==> src/rtl/if_id_queue.sv <==
// if_id_queue: instruction queue between fetch and decode.
//
// Buffers {pc, instruction} pairs in a DEPTH-entry circular buffer. The head
// pair goes to decode. Fetch is held off through `full`. A taken branch
// (`flush`) drops every queued entry.
//
// Ports:
//   clk, rst          clock; asynchronous active-high reset
//   in_valid          fetch presents a pair this cycle
//   in_pc             fetch PC (already PC+4), carried unchanged
//   in_instruction    fetched instruction word
//   full              queue holds DEPTH entries (drives fetch freeze)
//   flush             branch taken: discard all entries and the incoming pair
//   out_ready         decode accepts the head entry this cycle
//   out_valid         head entry is valid
//   out_pc            head PC (0 when empty)
//   out_instruction   head instruction (0 when empty)
//   count             occupied entries, 0..DEPTH
module if_id_queue #(
    parameter int unsigned DEPTH = 4,
    parameter int unsigned WIDTH = 32
) (
    input  logic                       clk,
    input  logic                       rst,
    input  logic                       in_valid,
    input  logic [WIDTH-1:0]           in_pc,
    input  logic [WIDTH-1:0]           in_instruction,
    output logic                       full,
    input  logic                       flush,
    input  logic                       out_ready,
    output logic                       out_valid,
    output logic [WIDTH-1:0]           out_pc,
    output logic [WIDTH-1:0]           out_instruction,
    output logic [$clog2(DEPTH):0]     count
);

    localparam int unsigned PW = $clog2(DEPTH);
    localparam int unsigned CW = PW + 1;

    logic [PW-1:0]    wp_q, wp_d;
    logic [PW-1:0]    rp_q, rp_d;
    logic [CW-1:0]    count_q, count_d;
    logic [WIDTH-1:0] mem_pc_q [DEPTH];
    logic [WIDTH-1:0] mem_pc_d [DEPTH];
    logic [WIDTH-1:0] mem_instr_q [DEPTH];
    logic [WIDTH-1:0] mem_instr_d [DEPTH];

    logic push;
    logic pop;

    // Status comes from the registered count only, so full/out_valid have no
    // combinational path from the handshake or flush inputs.
    assign full      = (count_q == CW'(DEPTH));
    assign out_valid = (count_q != '0);
    assign count     = count_q;

    // A full queue refuses the push even if a pop frees a slot this cycle.
    assign push = in_valid & ~full & ~flush;
    assign pop  = out_valid & out_ready & ~flush;

    // Storage is never trusted when empty; the outputs mask it to zero.
    assign out_pc          = out_valid ? mem_pc_q[rp_q]    : '0;
    assign out_instruction = out_valid ? mem_instr_q[rp_q] : '0;

    always_comb begin
        wp_d        = wp_q;
        rp_d        = rp_q;
        count_d     = count_q;
        mem_pc_d    = mem_pc_q;
        mem_instr_d = mem_instr_q;

        if (flush) begin
            wp_d    = '0;
            rp_d    = '0;
            count_d = '0;
        end else begin
            if (push) begin
                mem_pc_d[wp_q]    = in_pc;
                mem_instr_d[wp_q] = in_instruction;
                // DEPTH is a power of two, so natural overflow is the wrap.
                wp_d              = wp_q + PW'(1);
            end
            if (pop) begin
                rp_d = rp_q + PW'(1);
            end
            case ({push, pop})
                2'b10:   count_d = count_q + CW'(1);
                2'b01:   count_d = count_q - CW'(1);
                default: count_d = count_q;
            endcase
        end
    end

    always_ff @(posedge clk or posedge rst) begin
        if (rst) begin
            wp_q    <= '0;
            rp_q    <= '0;
            count_q <= '0;
        end else begin
            wp_q    <= wp_d;
            rp_q    <= rp_d;
            count_q <= count_d;
        end
    end

    // Entry storage carries no reset; contents are masked while empty.
    always_ff @(posedge clk) begin
        mem_pc_q    <= mem_pc_d;
        mem_instr_q <= mem_instr_d;
    end

endmodule

==> config.mk <==
export PLATFORM = sky130hd
export DESIGN_NAME = if_id_queue
export DESIGN_NICKNAME = d
export VERILOG_FILES = /design/src/rtl/if_id_queue.sv
export SDC_FILE = /design/constraint.sdc
export NUM_CORES = 1
export LEC_CHECK = 0
export CAP_MARGIN = 20
export CELL_PAD_IN_SITES_DETAIL_PLACEMENT = 0
export CELL_PAD_IN_SITES_GLOBAL_PLACEMENT = 1
export CORE_MARGIN = 4
export CORE_UTILIZATION = 38
export DETAILED_ROUTE_END_ITERATION = 12
export DONT_BUFFER_PORTS = 1
export PLACE_DENSITY_LB_ADDON = 0.1
export SYNTH_ARGS = -nofsm -noshare
export SYNTH_HDL_FRONTEND = slang
export SYNTH_SLANG_ARGS = --single-unit
export TNS_END_PERCENT = 20
==> constraint.sdc <==
create_clock -name clk -period 8.01 [get_ports clk]
set_input_delay 1.602 -clock clk [delete_from_list [all_inputs] [get_ports clk]]
set_output_delay 1.602 -clock clk [all_outputs]
set_load 0.01 [all_outputs]
* Yosys cells after proc, flatten, opt, wreduce, memory -nomap -nowiden *
Index checks and enable logic that the tools add are counted.

storage, ports and cells
  bits in registers = 263
  input bits = 69

cells by class
  $add $sub $neg = 4
  magnitude comparators = 3
  eq/ne operators = 3
  multiplexer cells = 18
  bitwise logic cells = 8
  reductions and logical operators = 6

operators with widths
  cell                                                        number
  bitwise mux 128 bit                                         2
  two-way mux 32 bit                                          7
  binary-select mux 32 bit (select 2 bit)                     2
  demux 32 bit (select 2 bit)                                 1
  two-way mux 2 bit                                           4
  >= comparator 3 bit, second input constant                  2
  inverter 2 -> 3 bit                                         2
  case mux 3 bit (2 select lines)                             1
  nonzero test 3 bit                                          2
  adder 2 x 1 -> 2 bit, second input constant                 2
  AND 1 bit                                                   4
  nonzero test 2 bit                                          2
  adder 3 x 1 -> 3 bit, second input constant                 1
  equality test 3 bit, second input constant                  1
  less-than comparator 3 x 1 -> 1 bit, second input constant  1
  two-way mux 3 bit                                           1
  subtractor 3 x 1 -> 3 bit, second input constant            1
  equality test 2 x 1 -> 1 bit, second input constant         1
  equality test 2 bit, second input constant                  1
  inverter 1 bit                                              2
  AND reduction 2 bit                                         1
  logical AND 1 bit                                           1

* Longest topological paths before layout *
Gate-level depths: netlist of the first run.

  depth after elaboration = 7
  gate-level depth with buffers = 8
  depth with buffers taken out = 7

* Worst setup path before layout of the first run *
No wires, ideal clock.

  path type = input -> register
  from = input in_valid
  to = register mem_instr_q[0] (netlist name) (enable)
  cell stages on the path = 4
  setup time = 0.429 ns
  arrival = 3.656 ns
  slack = 3.925 ns
  path buffers = 1
  cells stage by stage = buf_2 > inv_1 > nor3_1 > and2_1

on the way
  cells in the longest elaborated chain, start to end = 3

RTL lines
  what                                  line  RTL
  start, declared                       25    input logic in_valid,
  AND 1 bit (2 in a row)                58    assign push = in_valid & ~full & ~flush;
  AND reduction 2 bit (no source line)  n/a
  end signal, assigned                  109   mem_instr_q <= mem_instr_d;
  end, declared                         45    logic [WIDTH-1:0] mem_instr_q [DEPTH];

Every way passes these cells.
A chain may end at the register's enable or synchronous reset.

* Worst setup path after layout of the first run *
  from = register rp_q[0]
  to = output out_pc[30]

on the way
  cells in the longest elaborated chain, start to end = 5

RTL lines
  what                                                   line  RTL
  start, declared                                        41    logic [PW-1:0] rp_q, rp_d;
  start signal, assigned                                 101   rp_q <= rp_d;
  inverter 2 -> 3 bit (implied by the code)              62    assign out_pc = out_valid ? mem_pc_q[rp_q] : '0;
  binary-select mux 32 bit (select 2 bit)                62
  two-way mux 32 bit (implied by the code) (2 in a row)  62
  two-way mux 32 bit                                     62
  end, declared                                          32    output logic [WIDTH-1:0] out_pc,

Every way passes these cells. The select of a mux whose other input is x is not followed.

==> results of run 1 <==
[final timing paths]
path / start / to / slack [ns] / cells after the start
worst max-delay path: rp_q[0]$_DFFE_PP0P_ / out_pc[30] / 3.40 / 3
worst min-delay path: wp_q[1]$_DFFE_PP0P_ / wp_q[1]$_DFFE_PP0P_ / 0.59 / 2
worst max register to register: count[0]$_DFFE_PP0P_ / mem_instr_q[58]$_DFFE_PP_ / 5.37 / 3
worst min register to register: wp_q[1]$_DFFE_PP0P_ / wp_q[1]$_DFFE_PP0P_ / 0.59 / 2
max in group asynchronous: rst / rp_q[1]$_DFFE_PP0P_ / 6.85 / 1
min in group asynchronous: rst / count[0]$_DFFE_PP0P_ / 0.90 / 1
[Yosys cell counts (all sizes together)]
master	number	area share
and2	69	0.042
or3	2	0.0012
clkbuf	8	0.0031
nor3	2	0.00098
or2	1	0.00061
xor2	2	0.0017
mux4	64	0.14
fa	1	0.0020
nand2b	2	0.0012
buf	19	0.013
a221oi	1	0.00086
a311oi	1	0.00086
nor3b	2	0.0015
xnor2	1	0.00086
ha	4	0.0049
o21ai	2	0.00098
o2111ai	2	0.0017
o311ai	1	0.00086
inv	7	0.0026
o31ai	1	0.00073
nand3b	1	0.00073
a21oi	4	0.0020
o22ai	2	0.0012
nor2	3	0.0011
a211oi	1	0.00073
dfrtp	7	0.017
nand2	1	0.00037
edfxtp	256	0.75
mux2	1	0.0011
nand3	2	0.00098
[routing by layer]
| layer | GRT usage | part of all wire | vias to the layer above |
|---|---|---|---|
| met5 | 0 | 0 | - |
| met1 | 0.168 | 0.41 | 2285 |
| li1 | - | - | 1918 |
| met3 | 0.0480 | 0.083 | 35 |
| met2 | 0.218 | 0.48 | 131 |
| met4 | 0.0373 | 0.026 | 0 |
[registers in the layout, indices dropped and copies added, names as in the netlist]
name / cells
count: 3
mem_instr_q: 128
mem_pc_q: 128
rp_q: 2
wp_q: 2
[kinds of logic (layout without fill, tap and decap cells)]
logic type	Yosys count	count (layout)	share of synthesized area
flip-flops	263	263	0.769
XOR/XNOR	3	3	0.00257
multiplexers	65	65	0.142
buffers and inverters	34	63	0.0185
adder cells (fa/ha/maj)	5	5	0.00685
AO/OA/AOI/OAI	15	15	0.00992
AND/OR/NAND/NOR	85	85	0.0509
[power groups by stage]
stage	registers, µW	logic (µW)	clock network, µW
2_1_floorplan	1590	224	0
3_3_place_gp	1610	253	0
3_5_place_dp	1620	255	0
4_1_cts	1590	256	1310
5_1_grt	1590	275	1370
6_report	1580	249	1270
[cell type report]
| class | count | area [µm²] | area share |
|---|---|---|---|
| clock buffer | 31 | 712 | 0.0620 |
| clock inverter | 21 | 210 | 0.0183 |
| inverter | 7 | 26.3 | 0.00229 |
| multi-input combinational | 173 | 2180 | 0.190 |
| sequential | 263 | 7870 | 0.685 |
| tap | 335 | 419 | 0.0365 |
| timing repair buffer | 4 | 70.1 | 0.00610 |
[worst max-delay path: cells and delay by family (launching register included)]
family	cells	cell delay, ns
DFF	1	0.81
buffers and inverters	1	0.76
muxes	1	0.65
and+or+nand+nor	1	0.22
[through the flow]
step,setup slack (ns),power [µW],utilization
floorplan,3.93,1820,-
global placement,3.82,1870,0.400
detailed placement,3.82,1870,0.400
CTS,3.23,3150,0.435
global route,3.11,3240,0.437
finish,3.40,3100,0.437
==> summary.md, run 1 <==
| Metric | Value |
|---|---|
| Detailed placement HPWL | `10.4 mm` |
| Die X | `172 µm` |
| Period minus WS final | `4.61 ns` |
| Arr. time, crit path | `3.01 ns` |
| TritonRoute pass-1 iters | `4` |
| Inserted Diodes | `0` |
| Row Count | `59` |
| Clk slew on worst S/H paths | `0.06 ns` |
| Post-CTS Hold Fix Bufs | `0` |
| Postcts setup bufs | `0` |
| LEAKAGE | `0.00355 µW` |
| Hold Path Class | `reg -> reg` |
| Comb power frac | `0.080` |
| Net Switching | `666 µW` |
| CORE AREA | `26300 µm²` |
| Status | `completed` |
| Largest net degree at the start of global routing | `66` |
| Starting Density | `0.389` |
| Skew final | `0.00708 ns` |
| Commonest non-fill, non-tap cell in the layout | `edfxtp_1` |
| I/O Pins | `138` |
| Die Ht | `172 µm` |
| Crit path largest cell delay | `0.81 ns` |
| Seq/Total Area, Yosys | `0.769` |
| 1st-iter DRT viols | `234` |
| Cts bufs inserted | `28` |
| Post-synthesis register bit count | `263` |
| Internal power | `2430 µW` |
| CTS tree | `yes` |
| Routed WL | `19.6 mm` |
| GR Overflow Total | `0` |
| Root buf cell | `clkbuf_16` |
| Clk_lat worst skew | `0.53 ns` |
| RSZ-0062 raised after global routing | `false` |
| Worst Max-Slew Pin Slew | `1.08 ns` |
| Area Overhead vs Synth | `12.4%` |
| Syn Inst Count | `470` |
| Placed Area | `10500 µm²` |
| CP cell instances | `buf_4 -> mux4_2 -> and2_1` |
| Non-Filler Instances | `834` |
| Sw frac | `0.215` |
| Final period util | `0.576` |
| Dpl cells | `780` |
| Initial antenna violation count | `0` |
| Endpoint class of the critical path | `output pin` |
| Power Density | `270 nW/µm²` |
| Clock Path Buffers | `3` |
| Share of cells above drive strength 1 | `0.236` |
| Synth unique cells | `33` |
| Final ANT Viol Nets | `0` |
| Final setup violation count | `0` |
| Layout Nets | `551` |
| Setup Crit Path Kind | `reg -> out` |
| Final RePlAce weighted congestion | `0.667` |
| Slew Limit Fails | `0` |
| First-pass GRT wire length | `29.4 mm` |
| CP max stage cell | `dfrtp_4` |
| Hold Fails Final Rpt | `0` |
| WL per Instance | `23.5 µm` |
| Ys Warns | `0` |
| Vias in the first global route | `4803` |
| CTS H-tree lvls | `1` |
| Peak Freq | `0.217 GHz` |
| Syn Nets | `544` |
| Post-Syn Area | `10200 µm²` |
| Post-DR vias/cell | `5.24` |
| Slew headroom | `0.280` |
| Sum Neg Setup Slack | `0 ns` |
| Final Instance Area | `11500 µm²` |
| CP max FO | `40` |
| Most frequent cells in the layout | `edfxtp_1 (256), and2_1 (65), mux4_2 (64)` |
| Reg power frac | `0.511` |
| Hold_ws | `0.594 ns` |
| Synthesized area per cell | `21.7 µm²` |
| Max Cap Viol | `0` |
| Fillers | `2253` |
| CP Launch Type | `flop` |
| Clock Sinks | `263` |
| Vias | `4369` |
| Die area | `29600 µm²` |
| Max VDD drop | `0.000187 V` |
| Overall Global Routing Usage | `0.133` |
| Port buffer count | `0` |
| Data required, critical path | `6.41 ns` |
| Clk network pwr share | `0.408` |
| Post_cts resized | `0` |
| DRC | `0` |
(Power assumes the default switching activity.)
==> run 2, diff against run 1 <==
==> constraint.sdc (replaced) <==
create_clock -name clk -period 3.7 [get_ports clk]
set_input_delay 0.74 -clock clk [delete_from_list [all_inputs] [get_ports clk]]
set_output_delay 0.74 -clock clk [all_outputs]
set_load 0.01 [all_outputs]
==> run 2 against run 1 <==
  * Register-to-register slack lost 4.1 ns
  * Sequential power is 120% higher
  * Cell count increased by 0.72%
  * Clock power rose by 110%
  * Critical path type unchanged
==> summary.md, run 2 (synthesis results as in run 1) <==
| Metric | Value |
|---|---|
| Fillers | `2233` |
| Vias | `4417` |
| Post_cts resized | `0` |
| Initial antenna violation count | `0` |
| CP max stage cell | `dfrtp_4` |
| Root buf cell | `clkbuf_16` |
| TritonRoute pass-1 iters | `5` |
| Slew headroom | `0.639` |
| Die area | `29600 µm²` |
| CTS H-tree lvls | `1` |
| Power Density | `573 nW/µm²` |
| CP cell instances | `buf_4 -> mux4_2 -> and2_1` |
| Die X | `172 µm` |
| Hold Path Class | `in -> async` |
| Clk_lat worst skew | `0.53 ns` |
| Layout Nets | `560` |
| Final Instance Area | `11600 µm²` |
| Port buffer count | `0` |
| Final setup violation count | `0` |
| RSZ-0062 raised after global routing | `false` |
| Detailed placement HPWL | `11.2 mm` |
| CTS tree | `yes` |
| Vias in the first global route | `4834` |
| Most frequent cells in the layout | `edfxtp_1 (256), and2_1 (65), mux4_2 (64)` |
| Endpoint class of the critical path | `output pin` |
| Fin util | `0.440` |
| CP max FO | `18` |
| GR Overflow Total | `0` |
| Worst Max-Slew Pin Slew | `0.542 ns` |
| Arr. time, crit path | `2.36 ns` |
| Cts bufs inserted | `29` |
| Share of cells above drive strength 1 | `0.246` |
| Starting Density | `0.389` |
| I/O Pins | `138` |
| Max VDD drop | `0.000360 V` |
| DRC | `0` |
| Final period util | `0.839` |
| Max Cap Viol | `0` |
| Peak Freq | `0.322 GHz` |
| CP Launch Type | `flop` |
| Sum Neg Setup Slack | `0 ns` |
| Postcts setup bufs | `0` |
| Final ANT Viol Nets | `0` |
| Status | `completed` |
| Row Count | `59` |
| Data required, critical path | `2.96 ns` |
| Crit path largest cell delay | `0.61 ns` |
| Inserted Diodes | `0` |
| Placed Area | `10700 µm²` |
| Die Ht | `172 µm` |
| Multi-input logic area | `2180 µm²` |
| CORE AREA | `26300 µm²` |
| Final RePlAce weighted congestion | `0.730` |
| Slew Limit Fails | `0` |
| Hold Fails Final Rpt | `0` |
| Overall Global Routing Usage | `0.132` |
| 1st-iter DRT viols | `225` |
| Area Overhead vs Synth | `13.0%` |
| Routed WL | `19.7 mm` |
| Clk slew on worst S/H paths | `0.05 ns` |
| WL per Instance | `23.4 µm` |
| Clock Path Buffers | `3` |
| Setup Crit Path Kind | `reg -> out` |
| Post-DR vias/cell | `5.26` |
| Skew final | `0.0127 ns` |
| Reg area | `7870 µm²` |
| Period minus WS final | `3.10 ns` |
| Commonest non-fill, non-tap cell in the layout | `edfxtp_1` |
| LEAKAGE | `0.00358 µW` |
| Clock Sinks | `263` |
| First-pass GRT wire length | `29.4 mm` |
| Largest net degree at the start of global routing | `66` |
| Post-CTS Hold Fix Bufs | `0` |
==> run 2: changes by cell type in the layout (fill, tap and decap cells not counted), sizes merged <==
cell,previous run,this run
clkinv,17,10
bufinv,4,2
clkinvlp,0,1
clkbuf,31,35
buf,4,12
inv,7,9
==> run 2: layer usage <==
| layer | GRT usage | wire (µm) | up-vias |
|---|---|---|---|
| li1 | - | - | 1941 |
| met5 | 0 | 0 | - |
| met3 | 0.0446 | 1570 | 30 |
| met1 | 0.163 | 7820 | 2319 |
| met2 | 0.225 | 9920 | 127 |
| met4 | 0.0325 | 344 | 0 |
==> run 2: final cells by class <==
cell class / instances / area share
Clock buffer: 35 / 0.0648
Clock inverter: 15 / 0.0112
Inverter: 7 / 0.00227
Multi-Input combinational cell: 173 / 0.189
Sequential cell: 263 / 0.681
Tap cell: 335 / 0.0363
Timing Repair Buffer: 12 / 0.0154
==> run 2: worst paths after layout <==
kind	start	end	slack (ns)	depth (start not counted)
max reg2reg	count[2]$_DFFE_PP0P_	mem_pc_q[97]$_DFFE_PP_	1.25	5
min in group clk	flush	wp_q[1]$_DFFE_PP0P_	0.27	1
min reg2reg	wp_q[1]$_DFFE_PP0P_	wp_q[1]$_DFFE_PP0P_	0.58	2
max	rp_q[0]$_DFFE_PP0P_	out_pc[23]	0.60	3
min	rst	wp_q[1]$_DFFE_PP0P_	0.06	1
max in group asynchronous	rst	rp_q[0]$_DFFE_PP0P_	3.35	1
==> run 2: critical path, delay by kind of cell (launching register included) <==
family | cells | cell delay [ns]
simple gates | 1 | 0.21
flops | 1 | 0.61
buf+inv | 1 | 0.41
mux | 1 | 0.58
==> run 2: power by group <==
| group | internal (µW) | switching, µW |
|---|---|---|
| Combinational | 263 | 324 |
| Sequential | 3360 | 38.4 |
| Clock | 1570 | 1060 |
| Total | 5190 | 1430 |
==> run 2: per-stage QoR <==
step	total power (µW)	worst slack, ns	std cells	hold WS, ns
2_1_floorplan	3930	0.477	470	0.543
3_3_place_gp	4050	1.09	789	0.572
3_5_place_dp	4070	0.978	789	0.579
4_1_cts	6730	0.441	839	0.0460
5_1_grt	6920	0.409	840	0.0610
6_report	6620	0.597	840	0.0595
